**config.mk**
```make
export PLATFORM = sky130hd
export DESIGN_NAME = param_acc_cpu
export DESIGN_NICKNAME = d
export VERILOG_FILES = /design/src/rtl/param_acc_cpu.sv
export SDC_FILE = /design/constraint.sdc
export NUM_CORES = 1
export LEC_CHECK = 0
export BUFFER_PORTS_ARGS = -buffer_cell sky130_fd_sc_hd__buf_4
export CORE_MARGIN = 4
export CORE_UTILIZATION = 29
export CTS_BUF_LIST = sky130_fd_sc_hd__clkbuf_4
export CTS_CLUSTER_SIZE = 28
export DETAILED_ROUTE_END_ITERATION = 16
export PLACE_DENSITY = 0.47
export SYNTH_ARGS = -nofsm -noshare
export SYNTH_HDL_FRONTEND = slang
export SYNTH_SLANG_ARGS = --single-unit
```
**constraint.sdc**
```tcl
create_clock -name clk -period 8.5 [get_ports clk]
set_clock_uncertainty 0.1 [all_clocks]
set_input_delay 2.55 -clock clk [delete_from_list [all_inputs] [get_ports clk]]
set_output_delay 2.55 -clock clk [all_outputs]
set_load 0.005 [all_outputs]
```
**src/rtl/param_acc_cpu.sv**
```systemverilog
// Multicycle accumulator CPU with 2^AW x DW unified program/data memory.
// Every instruction takes FETCH0..EXECUTE (5 cycles); parameters must satisfy DW >= AW+4.
module param_acc_cpu #(
    parameter int unsigned DW = 8,
    parameter int unsigned AW = 4
) (
    input  logic          clk,
    input  logic          rst_n,
    input  logic          start,
    input  logic          mem_we,
    input  logic [AW-1:0] mem_addr,
    input  logic [DW-1:0] mem_wdata,
    output logic [DW-1:0] mem_rdata,
    output logic [DW-1:0] ac,
    output logic [AW-1:0] pc,
    output logic          carry,
    output logic          zero,
    output logic          running,
    output logic          halted
);
    localparam int unsigned DEPTH = 2 ** AW;

    localparam logic [2:0] OP_ADD = 3'b000;
    localparam logic [2:0] OP_SUB = 3'b001;
    localparam logic [2:0] OP_XOR = 3'b010;
    localparam logic [2:0] OP_DBL = 3'b011;
    localparam logic [2:0] OP_LDA = 3'b100;
    localparam logic [2:0] OP_STA = 3'b101;
    localparam logic [2:0] OP_CMA = 3'b110;
    localparam logic [2:0] OP_JMP = 3'b111;

    typedef enum logic [2:0] {
        S_IDLE,
        S_FETCH0,
        S_FETCH1,
        S_DECODE,
        S_INDIRECT,
        S_EXECUTE,
        S_HALT
    } state_t;

    state_t        r_state;
    state_t        w_state_nxt;

    logic [DW-1:0] r_mem [DEPTH];
    logic [DW-1:0] r_ac;
    logic [DW-1:0] r_ir;
    logic [AW-1:0] r_pc;
    logic [AW-1:0] r_ar;
    logic          r_carry;
    logic          r_ind;
    logic [2:0]    r_op;

    logic [DW-1:0] w_rd_ar;
    logic [DW:0]   w_sum;
    logic [DW:0]   w_diff;
    logic          w_mem_wr;
    logic [AW-1:0] w_mem_waddr;
    logic [DW-1:0] w_mem_wdata;
    logic          w_is_hlt;
    logic          w_unused_ir;

    assign w_rd_ar     = r_mem[r_ar];
    assign w_sum       = {1'b0, r_ac} + {1'b0, w_rd_ar};
    assign w_diff      = {1'b0, r_ac} - {1'b0, w_rd_ar};
    assign w_is_hlt    = (r_op == OP_JMP) && r_ind;
    assign w_unused_ir = ^r_ir;

    always_ff @(posedge clk) begin
        if (!rst_n) begin
            r_state <= S_IDLE;
        end else begin
            r_state <= w_state_nxt;
        end
    end

    // Next state plus the single memory write port (host load or EXECUTE store).
    always_comb begin
        w_state_nxt = r_state;
        w_mem_wr    = 1'b0;
        w_mem_waddr = mem_addr;
        w_mem_wdata = mem_wdata;
        case (r_state)
            S_IDLE, S_HALT: begin
                w_mem_wr = mem_we;
                if (start) begin
                    w_state_nxt = S_FETCH0;
                end
            end
            S_FETCH0:   w_state_nxt = S_FETCH1;
            S_FETCH1:   w_state_nxt = S_DECODE;
            S_DECODE:   w_state_nxt = S_INDIRECT;
            S_INDIRECT: w_state_nxt = S_EXECUTE;
            S_EXECUTE: begin
                w_state_nxt = w_is_hlt ? S_HALT : S_FETCH0;
                w_mem_waddr = r_ar;
                case (r_op)
                    OP_DBL: begin
                        w_mem_wr    = 1'b1;
                        w_mem_wdata = {w_rd_ar[DW-2:0], 1'b0};
                    end
                    OP_STA: begin
                        w_mem_wr    = 1'b1;
                        w_mem_wdata = r_ac;
                    end
                    OP_CMA: begin
                        w_mem_wr    = 1'b1;
                        w_mem_wdata = ~w_rd_ar;
                    end
                    default: ;
                endcase
            end
            default: w_state_nxt = S_IDLE;
        endcase
    end

    // Memory is never cleared; reset only suppresses a pending write.
    always_ff @(posedge clk) begin
        if (rst_n && w_mem_wr) begin
            r_mem[w_mem_waddr] <= w_mem_wdata;
        end
    end

    always_ff @(posedge clk) begin
        if (!rst_n) begin
            r_ac    <= '0;
            r_pc    <= '0;
            r_carry <= 1'b0;
            r_ar    <= '0;
            r_ir    <= '0;
            r_ind   <= 1'b0;
            r_op    <= '0;
        end else begin
            case (r_state)
                S_IDLE, S_HALT: begin
                    if (start) begin
                        r_pc <= '0;
                    end
                end
                S_FETCH0: r_ar <= r_pc;
                S_FETCH1: begin
                    r_ir <= w_rd_ar;
                    r_pc <= r_pc + AW'(1);
                end
                S_DECODE: begin
                    r_ind <= r_ir[DW-1];
                    r_op  <= r_ir[DW-2:DW-4];
                    r_ar  <= r_ir[AW-1:0];
                end
                S_INDIRECT: begin
                    if (r_ind) begin
                        r_ar <= w_rd_ar[AW-1:0];
                    end
                end
                S_EXECUTE: begin
                    case (r_op)
                        OP_ADD: {r_carry, r_ac} <= w_sum;
                        OP_SUB: {r_carry, r_ac} <= w_diff;
                        OP_XOR: r_ac <= r_ac ^ w_rd_ar;
                        OP_DBL: r_carry <= w_rd_ar[DW-1];
                        OP_LDA: r_ac <= w_rd_ar;
                        OP_JMP: begin
                            // JZ target is always the direct address field
                            if (!r_ind && (r_ac == '0)) begin
                                r_pc <= r_ir[AW-1:0];
                            end
                        end
                        default: ;
                    endcase
                end
                default: ;
            endcase
        end
    end

    assign mem_rdata = r_mem[mem_addr];
    assign ac        = r_ac;
    assign pc        = r_pc;
    assign carry     = r_carry;
    assign zero      = (r_ac == '0);
    assign running   = (r_state != S_IDLE) && (r_state != S_HALT);
    assign halted    = (r_state == S_HALT);

endmodule

```
==> impl_summary.md, run 1 <==
Setup path
For the worst setup path, the data required time is 5.85 ns. The slowest stage of the critical path belongs to the cell sky130_fd_sc_hd__mux4_2. The type of the worst setup path is input port to output pin. At the worst endpoint, the arrival time is 4.36 ns. The sort of element at the start of the critical path is an input port. The critical path goes through buf_4, mux4_2, mux4_2, buf_4. For this run, the slowest stage of the critical path takes 0.59 ns. Along the worst path, the maximum fanout reaches 36. The worst setup path is captured at an output pin.

Layout
The final net count is 735. After filler insertion, the fill cell instance count of the layout stands at 2900. Compared with the post-synthesis result, the final layout area differs by 11.8%. Of the cells placed in the final design, the portion with a size suffix greater than 1 is 0.232.

Detailed routing
The count of nets left with antenna violations once routing finished came out at 0. The detailed-route vias per instance is 5.49. Summing over every cut layer, the via total after detailed routing is 6044. In the routed design, unresolved DRC markers number 0. The average wire per cell in the routed design is 23.2 microns. For this run, the detailed router's first-pass iteration total came to 5. The total wirelength of the detailed-routed design is 25500 microns. The detailed router finished its first iteration with 670 violations.

Synthesis
Yosys mapped a number of flops with a built-in enable equal to 128. The count of warnings emitted by yosys is 0. The mapped netlist covers 8850 sq um. The fraction of synthesis flops using an asynchronous set or reset pin is 0. Synthesis produced a netlist whose cell count is 660. Averaged over all synthesized cells, the footprint is 13.4 sq um.

Ranked by instance count, the synthesized netlist is headed by sky130_fd_sc_hd__edfxtp_1, sky130_fd_sc_hd__mux4_2, sky130_fd_sc_hd__nor2_1. The sequential element share of the synthesized area is 0.516. The top-area cell type share of the netlist area is 0.434. The leading cell type by number of instances after synthesis is sky130_fd_sc_hd__edfxtp_1. The net count after synthesis is 698. After synthesis, the cell types taking the most area are sky130_fd_sc_hd__edfxtp_1, sky130_fd_sc_hd__mux4_2, sky130_fd_sc_hd__dfxtp_1. The most instantiated flip-flop cell in the synthesis netlist is sky130_fd_sc_hd__edfxtp_1. Counting flops and latches in the post-synthesis netlist gives 164.

The cell taking the most area after synthesis is sky130_fd_sc_hd__edfxtp_1. The count of unique library cells instantiated by Yosys is 58.

Placement
Port buffering added 39 buffers. The worst slack at placement is 1.46 ns. The half-perimeter wire length of the detailed placement result is 17200 microns. The congestion estimate from routability-driven global placement came to 0.840.

Timing
The total negative slack is 0 ns. The final max-slew violation count is 0. The setup slack of the critical path after layout is 1.49 ns. In the finished design, the share of the clock period the worst path needs comes to 0.824.

Setup violations remaining at the end of the flow were counted as 0. The timing-limited maximum frequency is 0.143 GHz. Setup repair after global routing left no endpoint under its margin. The slew at the pin closest to its max-slew limit is 1.29 ns. The count of final hold-check violations is 0.

The final period demand of the worst path is 7.01 ns. Headroom to the max-slew limit came out at 0.143.

Clock network
The H-tree was split into 4 levels. In this run, post-CTS hold repair placed 0 buffers. Once the clock tree was built, the resizer swapped 0 gates to a different size. The number of setup buffers added after CTS is 0. TritonCTS created 17 clock buffers. The insertion delay to the later sink of the worst-skew pair is 0.57 ns. Clock-pin slew was measured on the worst setup and hold paths at 0.14 ns. The TritonCTS clock tree is done. Clock tree synthesis found a total of 164 sinks. The root buffer selected by CTS is sky130_fd_sc_hd__clkbuf_4. In this run the deepest clock path goes through 2 buffers.

Power and ir drop
Cell internal power was estimated by the tool at 1150 uW. The leakage component of the power is 0.00328 uW. Of the total power, registers draw 0.535. The clock network power share is 0.291. The fraction of power consumed by combinational cells is 0.173. Of the total power, the share spent switching nets is 0.315. Power spread over the standard cell area amounts to 170 nW/um^2. The worst-case IR drop observed on VDD is 0.0000809 V. The net switching component of the power is 529 uW.

The overall power after layout is 1680 uW.

Floorplan
The floorplan has 63 rows. The core area is 29900 sq um. The floorplan step set the die height to 183 microns.

The initial utilization of the core area, before any placement, comes to 0.296. The die is 183 microns wide. The die outline area is 33400 sq um.

40 I/O pins were placed.

Global routing
The pin count of the biggest net entering global routing is 37. The global routing usage summed across all routing layers is 0.153. The aggregate global routing overflow is 0. The initial antenna violation count was 1. The number of global-route vias before repair came to 5960. The first global-routing pass estimated 38400 microns of wire.

Hold path
The path category of the worst min-delay check is flip-flop to flip-flop.

Status
The run finished with clean final reports.

Run
The number of maximum-capacitance constraint violations is 0.
[worst paths after layout]
kind | startpoint | cells past startpoint | end | slack, ns
hold / removal | r_ir[4] | 2 | r_op[0] | 0.38
hold reg to reg | r_ir[4] | 2 | r_op[0] | 0.38
setup reg to reg | r_state[0] | 5 | r_mem[12][2] | 4.42
setup / recovery | mem_addr[0] | 4 | mem_rdata[6] | 1.49
[placed cells by master, fill, tap and decap left out, types with 7 or more instances in the layout]
cell type / instances
sky130_fd_sc_hd__mux2i_1: 12
sky130_fd_sc_hd__o21ai_0: 41
sky130_fd_sc_hd__nor2b_1: 13
sky130_fd_sc_hd__nand2b_1: 10
sky130_fd_sc_hd__clkbuf_4: 17
sky130_fd_sc_hd__mux4_1: 12
sky130_fd_sc_hd__buf_4: 59
sky130_fd_sc_hd__a31oi_1: 14
sky130_fd_sc_hd__o21a_1: 15
sky130_fd_sc_hd__nor3b_1: 7
sky130_fd_sc_hd__inv_1: 17
sky130_fd_sc_hd__ha_1: 20
sky130_fd_sc_hd__a21boi_0: 10
sky130_fd_sc_hd__and2_1: 8
sky130_fd_sc_hd__a21oi_1: 27
sky130_fd_sc_hd__mux4_2: 62
sky130_fd_sc_hd__nor3_1: 14
sky130_fd_sc_hd__nor2_1: 50
sky130_fd_sc_hd__dfxtp_1: 36
sky130_fd_sc_hd__edfxtp_1: 128
sky130_fd_sc_hd__nand2_1: 43
sky130_fd_sc_hd__nand3_1: 8
[state kept, by name, indices dropped and copies added, names as in the netlist, named ones only]
| register | cells |
|---|---|
| ac | 8 |
| r_ar | 4 |
| r_op | 3 |
| r_ir | 8 |
| r_mem | 128 |
| pc | 4 |
| r_state | 3 |
| carry | 1 |
| r_ind | 1 |
[worst max-delay path: cells and delay by family]
kind,cells,cell delay [ns]
mux,2,1.10
buf+inv,2,0.69
[stage by stage]
| stage | instances | cell area [sq um] | hold slack, ns | util |
|---|---|---|---|---|
| after floorplan | 660 | 8850 | 0.341 | - |
| after global placement | 1068 | 9580 | 0.350 | 0.321 |
| after detailed placement | 1068 | 9580 | 0.360 | 0.321 |
| after CTS | 1100 | 9890 | 0.383 | 0.331 |
| after global routing | 1101 | 9890 | 0.421 | 0.331 |
| final | 1101 | 9890 | 0.379 | 0.331 |
[logic make-up after synthesis]
family | synth area share
flops | 0.516
fa+ha+maj | 0.0328
simple gates | 0.0868
mux | 0.215
buf+inv | 0.0308
compound gates | 0.111
xor+xnor | 0.00792
[routing by layer]
layer  GRT usage  part of all wire  wire (microns)
met5           0                 0               0
met4      0.0285             0.013             329
met3      0.0307             0.056            1420
met2       0.254              0.49           12500
met1       0.210              0.44           11200
[final cells by class]
class                   instances  area [sq um]  area share
clock buffers                  17           128      0.0129
clock inverters                15           185      0.0187
multi-input cells             436          4010       0.405
well taps                     390           488      0.0493
flip-flops and latches        164          4560       0.461
repair buffers                 59           443      0.0448
diodes                          1          2.50    0.000253
inverters                      19          71.3     0.00721
[power by group through the flow]
stage	Combinational (uW)	Clock [uW]	Sequential (uW)
2_1_floorplan	213	0	905
3_3_place_gp	285	0	916
3_5_place_dp	289	0	916
4_1_cts	291	500	898
5_1_grt	316	539	901
6_report	291	489	899
No activity file was read; power rests on OpenSTA's default activity.
==> run 2, diff against run 1 <==
--- a/config.mk
+++ b/config.mk
@@ -11,7 +11,7 @@
 export CTS_BUF_LIST = sky130_fd_sc_hd__clkbuf_4
 export CTS_CLUSTER_SIZE = 28
 export DETAILED_ROUTE_END_ITERATION = 16
-export PLACE_DENSITY = 0.47
+export PLACE_DENSITY = 0.48
 export SYNTH_ARGS = -nofsm -noshare
 export SYNTH_HDL_FRONTEND = slang
 export SYNTH_SLANG_ARGS = --single-unit
==> constraint.sdc (replaced) <==
create_clock -name clk -period 5.76 [get_ports clk]
set_clock_uncertainty 0.1 [all_clocks]
set_input_delay 1.728 -clock clk [delete_from_list [all_inputs] [get_ports clk]]
set_output_delay 1.728 -clock clk [all_outputs]
set_load 0.005 [all_outputs]
==> run 2 against run 1 <==
Against the previous run:
- global-route usage shrank 0.42 points
- clock-buffer cell count is the same
- die area is the same
- utilization is essentially flat
- cell count is the same
- final area is essentially flat
- sequential power grew 48%
- total power grew 47%
- clock power grew 47%
- worst setup slack lost 1.1 ns
- register-to-register slack lost 2.7 ns
- critical path type unchanged
- critical endpoint is now mem_rdata[4]
==> impl_summary.md, run 2 (same netlist as run 1, synthesis figures left out) <==
Global routing
The routing usage on met1 is 0.206 (-0.00357). In this run the most used layer during global routing was met2. The pin count of the biggest net entering global routing was 37 (unchanged). The aggregate global routing overflow is 0 (unchanged). The number of global-route vias before repair is 5791 (-2.8%). The global routing usage summed across all routing layers is 0.148 (-0.00416). The wire length of the first global-routing pass was 37300 microns (-2.7%). The met3 routing resource usage after global routing is 0.0311 (+0.000399). The initial antenna violation count came to 2 (+1).

The routing usage on met2 is 0.243 (-0.0108).

Timing
The total of endpoints with negative setup slack in the final report was 0 (unchanged). The smallest clock period supported by the final layout is computed as 5.36 ns. The remaining max-slew budget at the tightest pin is 0.202 (+0.0591). The slew at the pin closest to its max-slew limit is 1.20 ns (-0.0902 ns).

The worst slack on hold paths was 0.373 ns (-0.00599 ns). Setup repair after global routing left no endpoint under its margin. The count of final hold-check violations is 0 (unchanged). The total negative slack is 0 ns (unchanged). The final max-slew violation count is 0 (unchanged). The timing-limited maximum frequency is 0.187 GHz.

In the finished design, the share of the clock period the worst path needs comes to 0.930.

Power and ir drop
The worst IR drop on VDD was 0.000148 V (+83%). The fraction of power spent switching nets came to 0.315 (-0.000579). The internal power contribution came to 1690 uW (+47%). The clock network power share is 0.291 (about the same). The total power per unit cell area was 250 nW/um^2 (+47%). The net switching component of the power came to 778 uW (+47%).

The portion of total power attributed to sequential cells is 0.539 (+0.004). The leakage component of the power is 0.00328 uW (-0.12%). The fraction of power consumed by combinational cells is 0.169 (-0.004).

Floorplan
The placement row count is 63 (unchanged). The initial standard-cell utilization of the core is 0.296 (unchanged). The die outline height is 183 microns (unchanged). The die outline area is 33400 sq um (unchanged).

The horizontal die dimension is 183 microns (unchanged). The number of primary I/O pins is 40 (unchanged). The core area is 29900 sq um (unchanged).

Clock network
The number of setup buffers added after CTS is 0 (unchanged). The total number of clock tree sinks was 164 (unchanged). The root buffer selected by CTS is sky130_fd_sc_hd__clkbuf_4. The total clock buffers created by CTS came to 17 (unchanged). The number of cells upsized or downsized after cts is 0 (unchanged). The count of H-tree levels built during CTS came to 4 (unchanged). The number of hold buffers added after cts is 0 (unchanged). The TritonCTS clock tree is done.

The worst-case clock buffer depth is 2 (unchanged). The insertion delay to the later sink of the worst-skew pair is 0.58 ns (about the same). The clock-pin slew reported for the worst setup and hold paths after clock tree synthesis was 0.16 ns (+0.02 ns).

Setup path
The sort of element at the start of the critical path is an input port. The worst reg-to-reg setup slack came to 1.70 ns (-2.72 ns). The largest driver fanout on the critical path is 36 (unchanged). The required time reported for the critical path endpoint is 3.93 ns (-1.92 ns). The depth of the worst register-to-register path came to 10 (+5). The endpoint identified for the worst register-to-register timing path is carry. The signal arrival time at the worst endpoint is 3.53 ns (-0.83 ns). The element type at the critical path end is an output pin. In this run the worst setup path terminates at mem_rdata[4]. The critical path starts at mem_addr[0]. The critical path is of the input port to output pin type.

Placement
The half-perimeter wire length of the detailed placement result was 17000 microns (-0.89%). The final weighted congestion of routability-driven global placement is 0.860 (+2.4%). The number of input and output port buffers inserted came to 39 (unchanged).

Detailed routing
The residual DRC count came to 0 (unchanged). The iteration count of the initial detailed-routing pass is 5 (unchanged). The number of vias after detailed routing came to 5937 (-1.8%).

The detailed-route vias per instance is 5.39 (-1.8%). The antenna violation net count after detailed routing was 0 (unchanged). The total wirelength of the detailed-routed design came to 24900 microns (-2.4%). The number of DRC markers after the initial detailed-route iteration is 624 (-6.9%). The average wire per cell in the routed design was 22.6 microns (-2.4%).

Layout
The most frequent standard cell in the layout excluding fill and tap cells is sky130_fd_sc_hd__edfxtp_1. The number of filler cells placed in the layout is 2918 (+0.62%). The final net count is 735 (unchanged). The area growth from synthesis to layout is 11.8% (about the same). The share of post-route cells with drive strength above 1 is 0.234 (+0.00141). The number of flip-flops under the largest register name is 128 (unchanged). Leaving out fill and tap cells, the most frequent cells in the layout are sky130_fd_sc_hd__edfxtp_1, sky130_fd_sc_hd__mux4_2, sky130_fd_sc_hd__buf_4. The largest register by flop count is r_mem.

Status
The flow ran to the end, and the final reports show no timing, DRC or antenna violations.

Hold path
The worst hold path belongs to the class flip-flop to flip-flop.

Run
The number of maximum-capacitance constraint violations is 0 (unchanged).
==> run 2: cell types whose count changed in the layout (fill, tap and decap cells not counted) <==
cell | before | now
sky130_fd_sc_hd__a21oi_1 | 27 | 26
sky130_fd_sc_hd__clkinv_4 | 2 | 1
sky130_fd_sc_hd__inv_12 | 2 | 0
sky130_fd_sc_hd__a21oi_2 | 1 | 2
sky130_fd_sc_hd__clkinvlp_4 | 0 | 1
sky130_fd_sc_hd__inv_8 | 2 | 5
sky130_fd_sc_hd__inv_6 | 3 | 1
sky130_fd_sc_hd__clkinv_8 | 5 | 6
==> run 2: cell type report <==
cell class | instances | area [sq um] | share of cell area
Sequential cell | 164 | 4560 | 0.461
Multi-Input combinational cell | 436 | 4020 | 0.406
Tap cell | 390 | 488 | 0.0493
Timing Repair Buffer | 59 | 443 | 0.0448
Clock inverter | 15 | 184 | 0.0186
Clock buffer | 17 | 128 | 0.0129
Inverter | 19 | 71.3 | 0.00721
Antenna cell | 1 | 2.50 | 0.000253
==> run 2: worst min-delay path by stage <==
stage | from | end | slack, ns | cells after the start
final | r_ir[6] | r_op[2] | 0.37 | 2
after global routing | r_ir[6] | r_op[2] | 0.41 | 2
after CTS | r_ir[6] | r_op[2] | 0.38 | 2
after detailed placement | r_ir[6] | r_op[2] | 0.36 | 2
after global placement | r_ir[6] | r_op[2] | 0.35 | 2
after floorplan | r_ir[7] | r_ind | 0.34 | 2
==> run 2: worst max-delay path: stages <==
cell and delay, ns:
sky130_fd_sc_hd__buf_4 0.52, sky130_fd_sc_hd__mux4_2 0.58, sky130_fd_sc_hd__mux4_2 0.53, sky130_fd_sc_hd__buf_4 0.16
==> run 2: metal layers <==
metal,wire (microns),up-vias,share of wire
met5,0,-,0
met4,295,0,0.012
met3,1570,17,0.063
met2,12000,233,0.48
met1,11000,3009,0.44
li1,-,2678,-
==> run 2: power groups by stage <==
stage / Sequential (uW) / Combinational, uW / Clock, uW
final: 1330 / 419 / 720
after global routing: 1340 / 456 / 788
after CTS: 1330 / 422 / 739
after detailed placement: 1360 / 420 / 0
after global placement: 1360 / 414 / 0
after floorplan: 1340 / 314 / 0
==> run 2: metrics by stage <==
step / worst slack, ns / util / cells / power [uW] / cell area, sq um
2_1_floorplan: 0.460 / - / 660 / 1650 / 8850
3_3_place_gp: 0.379 / 0.321 / 1068 / 1770 / 9580
3_5_place_dp: 0.366 / 0.321 / 1068 / 1780 / 9580
4_1_cts: 0.366 / 0.331 / 1100 / 2490 / 9890
5_1_grt: 0.303 / 0.331 / 1101 / 2580 / 9900
6_report: 0.401 / 0.331 / 1101 / 2470 / 9900
